--- config.mk ---
export PLATFORM = sky130hd
export DESIGN_NAME = wb_write_arbiter
export DESIGN_NICKNAME = d
export VERILOG_FILES = /design/src/rtl/wb_write_arbiter.sv
export SDC_FILE = /design/constraint.sdc
export NUM_CORES = 1
export LEC_CHECK = 0
export ABC_AREA = 1
export ABC_CLOCK_PERIOD_IN_PS = 4860
export BUFFER_PORTS_ARGS = -buffer_cell sky130_fd_sc_hd__buf_2
export CORE_MARGIN = 2
export CORE_UTILIZATION = 30
export DETAILED_ROUTE_END_ITERATION = 12
export GPL_ROUTABILITY_DRIVEN = 0
export SLEW_MARGIN = 10
export SYNTH_ARGS = -nofsm -noshare
export SYNTH_HDL_FRONTEND = slang
export SYNTH_SLANG_ARGS = --single-unit
--- constraint.sdc ---
create_clock -name clock -period 4.86 [get_ports clock]
set_clock_uncertainty 0.2 [all_clocks]
set_input_delay 0.972 -clock clock [delete_from_list [all_inputs] [get_ports clock]]
set_output_delay 0.972 -clock clock [all_outputs]
set_load 0.02 [all_outputs]
--- src/rtl/wb_write_arbiter.sv ---
// Writeback arbiter: buffers sim/mul/mem results in per-source FIFOs and
// drains them onto two registered PRF write ports with round-robin fairness.
module wb_write_arbiter #(
    parameter int FIFO_DEPTH = 4,
    parameter int NUM_PR     = 96,
    parameter int IDX_W      = 7,
    parameter int DATA_W     = 64
) (
    input  logic              clock,
    input  logic              reset,
    input  logic              sim_valid,
    input  logic [IDX_W-1:0]  sim_pr_idx,
    input  logic [DATA_W-1:0] sim_value,
    output logic              sim_ready,
    input  logic              mul_valid,
    input  logic [IDX_W-1:0]  mul_pr_idx,
    input  logic [DATA_W-1:0] mul_value,
    output logic              mul_ready,
    input  logic              mem_valid,
    input  logic [IDX_W-1:0]  mem_pr_idx,
    input  logic [DATA_W-1:0] mem_value,
    output logic              mem_ready,
    output logic              wr_enable0,
    output logic [IDX_W-1:0]  wr_idx0,
    output logic [DATA_W-1:0] wr_value0,
    output logic              wr_enable1,
    output logic [IDX_W-1:0]  wr_idx1,
    output logic [DATA_W-1:0] wr_value1,
    output logic              idx_err,
    output logic              idle
);
    localparam int PTR_W = $clog2(FIFO_DEPTH);
    localparam int CNT_W = PTR_W + 1;

    logic [2:0]              in_valid, in_ready, acc, legal, push, pop, nonempty;
    logic [2:0][IDX_W-1:0]   in_idx, head_idx;
    logic [2:0][DATA_W-1:0]  in_value, head_value;
    logic [2:0][CNT_W-1:0]   count_q;

    logic [1:0]              rr_ptr, rr_next, g0_src, g1_src, last_src, sel;
    logic [2:0]              scan_sum;
    logic                    g0_valid, g1_valid;

    assign in_valid = {mem_valid, mul_valid, sim_valid};
    assign in_idx   = {mem_pr_idx, mul_pr_idx, sim_pr_idx};
    assign in_value = {mem_value, mul_value, sim_value};

    assign sim_ready = in_ready[0];
    assign mul_ready = in_ready[1];
    assign mem_ready = in_ready[2];

    for (genvar s = 0; s < 3; s++) begin : g_src
        logic [IDX_W-1:0]  fifo_idx   [FIFO_DEPTH];
        logic [DATA_W-1:0] fifo_value [FIFO_DEPTH];
        logic [PTR_W-1:0]  head, tail;
        logic [CNT_W-1:0]  count;

        assign in_ready[s]   = count < CNT_W'(FIFO_DEPTH);
        assign acc[s]        = in_valid[s] && in_ready[s];
        assign legal[s]      = 32'(in_idx[s]) < NUM_PR;
        assign push[s]       = acc[s] && legal[s];
        assign nonempty[s]   = count != '0;
        assign count_q[s]    = count;
        assign head_idx[s]   = fifo_idx[head];
        assign head_value[s] = fifo_value[head];

        always_ff @(posedge clock) begin
            if (reset) begin
                head  <= '0;
                tail  <= '0;
                count <= '0;
            end else begin
                if (push[s]) begin
                    fifo_idx[tail]   <= in_idx[s];
                    fifo_value[tail] <= in_value[s];
                    tail             <= tail + 1'b1;
                end
                if (pop[s])
                    head <= head + 1'b1;
                case ({push[s], pop[s]})
                    2'b10:   count <= count + 1'b1;
                    2'b01:   count <= count - 1'b1;
                    default: count <= count;
                endcase
            end
        end
    end

    // Scan from rr_ptr; first non-empty source takes port 0, the next takes port 1.
    always_comb begin
        g0_valid = 1'b0;
        g1_valid = 1'b0;
        g0_src   = '0;
        g1_src   = '0;
        scan_sum = '0;
        sel      = '0;
        for (int unsigned k = 0; k < 3; k++) begin
            scan_sum = {1'b0, rr_ptr} + 3'(k);
            sel      = (scan_sum >= 3'd3) ? 2'(scan_sum - 3'd3) : scan_sum[1:0];
            if (nonempty[sel]) begin
                if (!g0_valid) begin
                    g0_valid = 1'b1;
                    g0_src   = sel;
                end else if (!g1_valid) begin
                    g1_valid = 1'b1;
                    g1_src   = sel;
                end
            end
        end
        pop = '0;
        if (g0_valid) pop[g0_src] = 1'b1;
        if (g1_valid) pop[g1_src] = 1'b1;
        last_src = g1_valid ? g1_src : g0_src;
        if (!g0_valid)
            rr_next = rr_ptr;
        else
            rr_next = (last_src == 2'd2) ? 2'd0 : last_src + 2'd1;
    end

    always_ff @(posedge clock) begin
        if (reset) begin
            rr_ptr     <= '0;
            wr_enable0 <= 1'b0;
            wr_idx0    <= '0;
            wr_value0  <= '0;
            wr_enable1 <= 1'b0;
            wr_idx1    <= '0;
            wr_value1  <= '0;
            idx_err    <= 1'b0;
        end else begin
            rr_ptr     <= rr_next;
            wr_enable0 <= g0_valid;
            wr_enable1 <= g1_valid;
            if (g0_valid) begin
                wr_idx0   <= head_idx[g0_src];
                wr_value0 <= head_value[g0_src];
            end
            if (g1_valid) begin
                wr_idx1   <= head_idx[g1_src];
                wr_value1 <= head_value[g1_src];
            end
            if (|(acc & ~legal))
                idx_err <= 1'b1;
        end
    end

    assign idle = (count_q == '0) && !wr_enable0 && !wr_enable1;

endmodule

==> run_results.csv <==
group,metric,value,unit
routing,wire_per_inst,22.2,um
critical_path,path_max_fanout,49,
power_and_ir_drop,swShare,0.405,
yosys,synth_top_cell_area_share,0.625,
yosys,syn_area,40900,um2
sta,relSlewSlack,0.203,
power_and_ir_drop,clkPwrFrac,0.252,
critical_path,cp-start-kind,"register",
sta,hold_violations,0,
grt,grt_max_degree,91,
power_and_ir_drop,power_leakage,17.3,nW
routing,routed_via_density,4.95,
power_and_ir_drop,powerDensity,639,nW/um2
grt,antenna_found_initial,95,
clock_network,clock_latency,0.69,ns
place,dpl.hpwl,85.7,mm
clock_network,post_cts_buffers,0,
floorplanning,ios,367,
yosys,async_reset_ff_frac,0,
critical_path,arrival,4.12,ns
sta,rsz0062_at_grt,"false",
yosys,ys_warn_count,0,
yosys,yosys-top-cells-count,"nand2_1 (919), edfxtp_1 (852), a21oi_1 (286)",
clock_network,h-tree-depth,3,
critical_path,crit_chain,"inv_1 > ha_1 > inv_2 > nand3_1 > nand2_1 > nand2_1 > nand2_1 > nand2_1 > nand3_4 > nand3_1 > nand2_1 > ha_1 > inv_1 > fa_1 > a21oi_1 > o21ai_0 > o21ai_0 > a21oi_1",
grt,grt_pass1_vias,25900,
power_and_ir_drop,p_switching,12.4,mW
critical_path,r2r_cells,18,
sta,period_needed,3.75,ns
yosys,synthFlopType,"edfxtp_1",
routing,drt.antenna.violating_nets,0,
sta,slew_violations,0,
sta,setup_violations,0,
yosys,synth_area_leaders,"edfxtp_1 (63%), dfxtp_1 (8.5%), nand2_1 (8.4%)",
sta,finalCritPeriodShare,0.771,
routing,drtIter0Drc,2489,
clock_network,clk_pin_slew,0.07,ns
clock_network,cts_resized,0,
place,placed_area,44700,um2
yosys,synth-seq-area-share,0.710,
clock_network,cts_hold_buf,0,
job,drv_cap,0,
sta,fin_hold_ws,0.271,ns
routing,drt_pass1_iterations,6,
cells_and_area,area_growth_syn_to_layout,17.2,%
grt,grt.total_usage,0.176,
floorplanning,num_rows,135,
critical_path,cp_slowest_cell,"nand3_4",
critical_path,critPathMaxStageDelay,0.57,ns
clock_network,clockBufferDepth,3,
routing,wl,127,mm
power_and_ir_drop,comb_power_share,0.397,
cells_and_area,drive_gt1_frac,0.159,
sta,max_freq,267,MHz
yosys,avgSynthCellArea,11.6,um2
routing,drc_errors,0,
yosys,synth_nets,3770,
critical_path,ff2ff_setup_slack,1.11,ns
clock_network,cts_buffers,96,
grt,grt_pass1_wl,181,mm
worst_hold_path,worstHoldPathType,"register to register",
critical_path,required,5.23,ns
critical_path,crit_top_cell,"nand2_1",
sta,tightestPinTransition,1.20,ns
critical_path,critical_path_class,"register to register",
cells_and_area,postLayoutCellArea,48000,um2
clock_network,cts_num_sinks,1026,
clock_network,cts_tree,"done",
routing,vias,28200,
yosys,synth_cell_types,36,
floorplanning,die_h,373,um
floorplanning,core_area,135000,um2
yosys,synth_top_cell_by_area,"edfxtp_1",
power_and_ir_drop,irDropWorstVdd,1.13,mV
status,status,"completed",
yosys,synth_edf_count,852,
floorplanning,die_x,373,um
floorplanning,start_util,0.302,
power_and_ir_drop,p_seq_frac,0.351,
clock_network,ctsRootBufferMaster,"clkbuf_16",
yosys,yosysMostFrequentCell,"nand2_1",
critical_path,cp-end-kind,"register",
grt,overflow,0,
yosys,synth-seq-cells,1026,
yosys,synthesis.instances,3532,
worst_hold_path,whs_path_depth,2,
power_and_ir_drop,p_int,18.2,mW
cells_and_area,final_nets,4065,
place,io_buffers,366,
floorplanning,die-area,139000,um2
-- cells in the final DEF, fill, tap and decap left out, types with 16 or more instances in the layout --
master	n
a21oi_1	286
a32o_1	129
buf_2	365
buf_4	48
clkbuf_1	18
clkbuf_16	97
clkinv_2	16
dfxtp_1	170
edfxtp_1	852
ha_1	17
inv_1	116
nand2_1	918
nand3_1	88
nor2_1	244
o21ai_0	204
o21ai_1	105
o22ai_1	79
-- critical path, delay by kind of cell (launching register included) --
family	cells	cell delay [ns]
buffers and inverters	3	0.25
AND/OR/NAND/NOR	8	1.43
flip-flops	1	0.35
AO/OA/AOI/OAI	4	0.46
adder cells (fa/ha/maj)	3	0.92
-- through the flow --
stage	TNS [ns]	utilization	worst slack, ns	power [mW]	cells
6_report	0	0.354	1.11	30.7	5700
5_1_grt	0	0.354	0.872	32.4	5692
4_1_cts	0	0.354	1.13	30.8	5686
3_5_place_dp	0	0.330	1.14	23.0	5510
3_3_place_gp	0	0.330	1.24	22.9	5510
2_1_floorplan	-232.96	-	-0.276	19.0	3532
-- power groups by stage --
stage          logic (mW)  registers, mW  clock network, mW
2_1_floorplan        7.74           11.2                  0
3_3_place_gp         11.9           10.9                  0
3_5_place_dp         12.1           10.9                  0
4_1_cts              12.1           10.8               7.88
5_1_grt              13.4           10.8               8.21
6_report             12.2           10.7               7.74
-- flip-flops by register name (all words and copies together) (netlist names), named ones only --
signal and count:
g_src.count 9, wr_idx1 7, rr_ptr 2, wr_value1 64, wr_enable1 1, wr_value0 64
idx_err 1, g_src.fifo_value 768, wr_idx0 7, g_src.tail 6, g_src.fifo_idx 84, wr_enable0 1
g_src.head 6
-- layer usage --
metal,vias to the layer above,track usage,part of all wire
li1,13200,-,-
met1,13700,0.242,0.44
met2,984,0.252,0.42
met3,246,0.0770,0.12
met4,88,0.0421,0.020
met5,-,0,0.0045
-- final cells by class --
type                            count  area, um2
Timing Repair Buffer              424       2410
Sequential cell                  1026      29100
Clock inverter                     56        667
Tap cell                         1781       2230
Inverter                          131        505
Multi-Input combinational cell   2148      10500
Antenna cell                       14       35.0
Clock buffer                      120       2560
Fill cell                       13200      87500
-- path summary, 6_finish.rpt --
check | from | endpoint
max reg2reg | rr_ptr[0] | g_src[0].count[2]
min reg2reg | g_src[1].head[1] | g_src[1].head[1]
max | rr_ptr[0] | g_src[0].count[2]
min | g_src[1].head[1] | g_src[1].head[1]
-- kinds of logic (layout without fill, tap and decap cells) --
kind of cell / Yosys count / after routing / share of synthesized area
AND/OR/NAND/NOR: 1290 / 1290 / 0.124
flip-flops: 1026 / 1026 / 0.710
AO/OA/AOI/OAI: 837 / 837 / 0.123
buffers and inverters: 358 / 731 / 0.0363
adder cells (fa/ha/maj): 20 / 20 / 0.00667
XOR/XNOR: 1 / 1 / 0.000214
other: 0 / 14 / 0
Note: power is estimated with default switching activity, not from simulation.
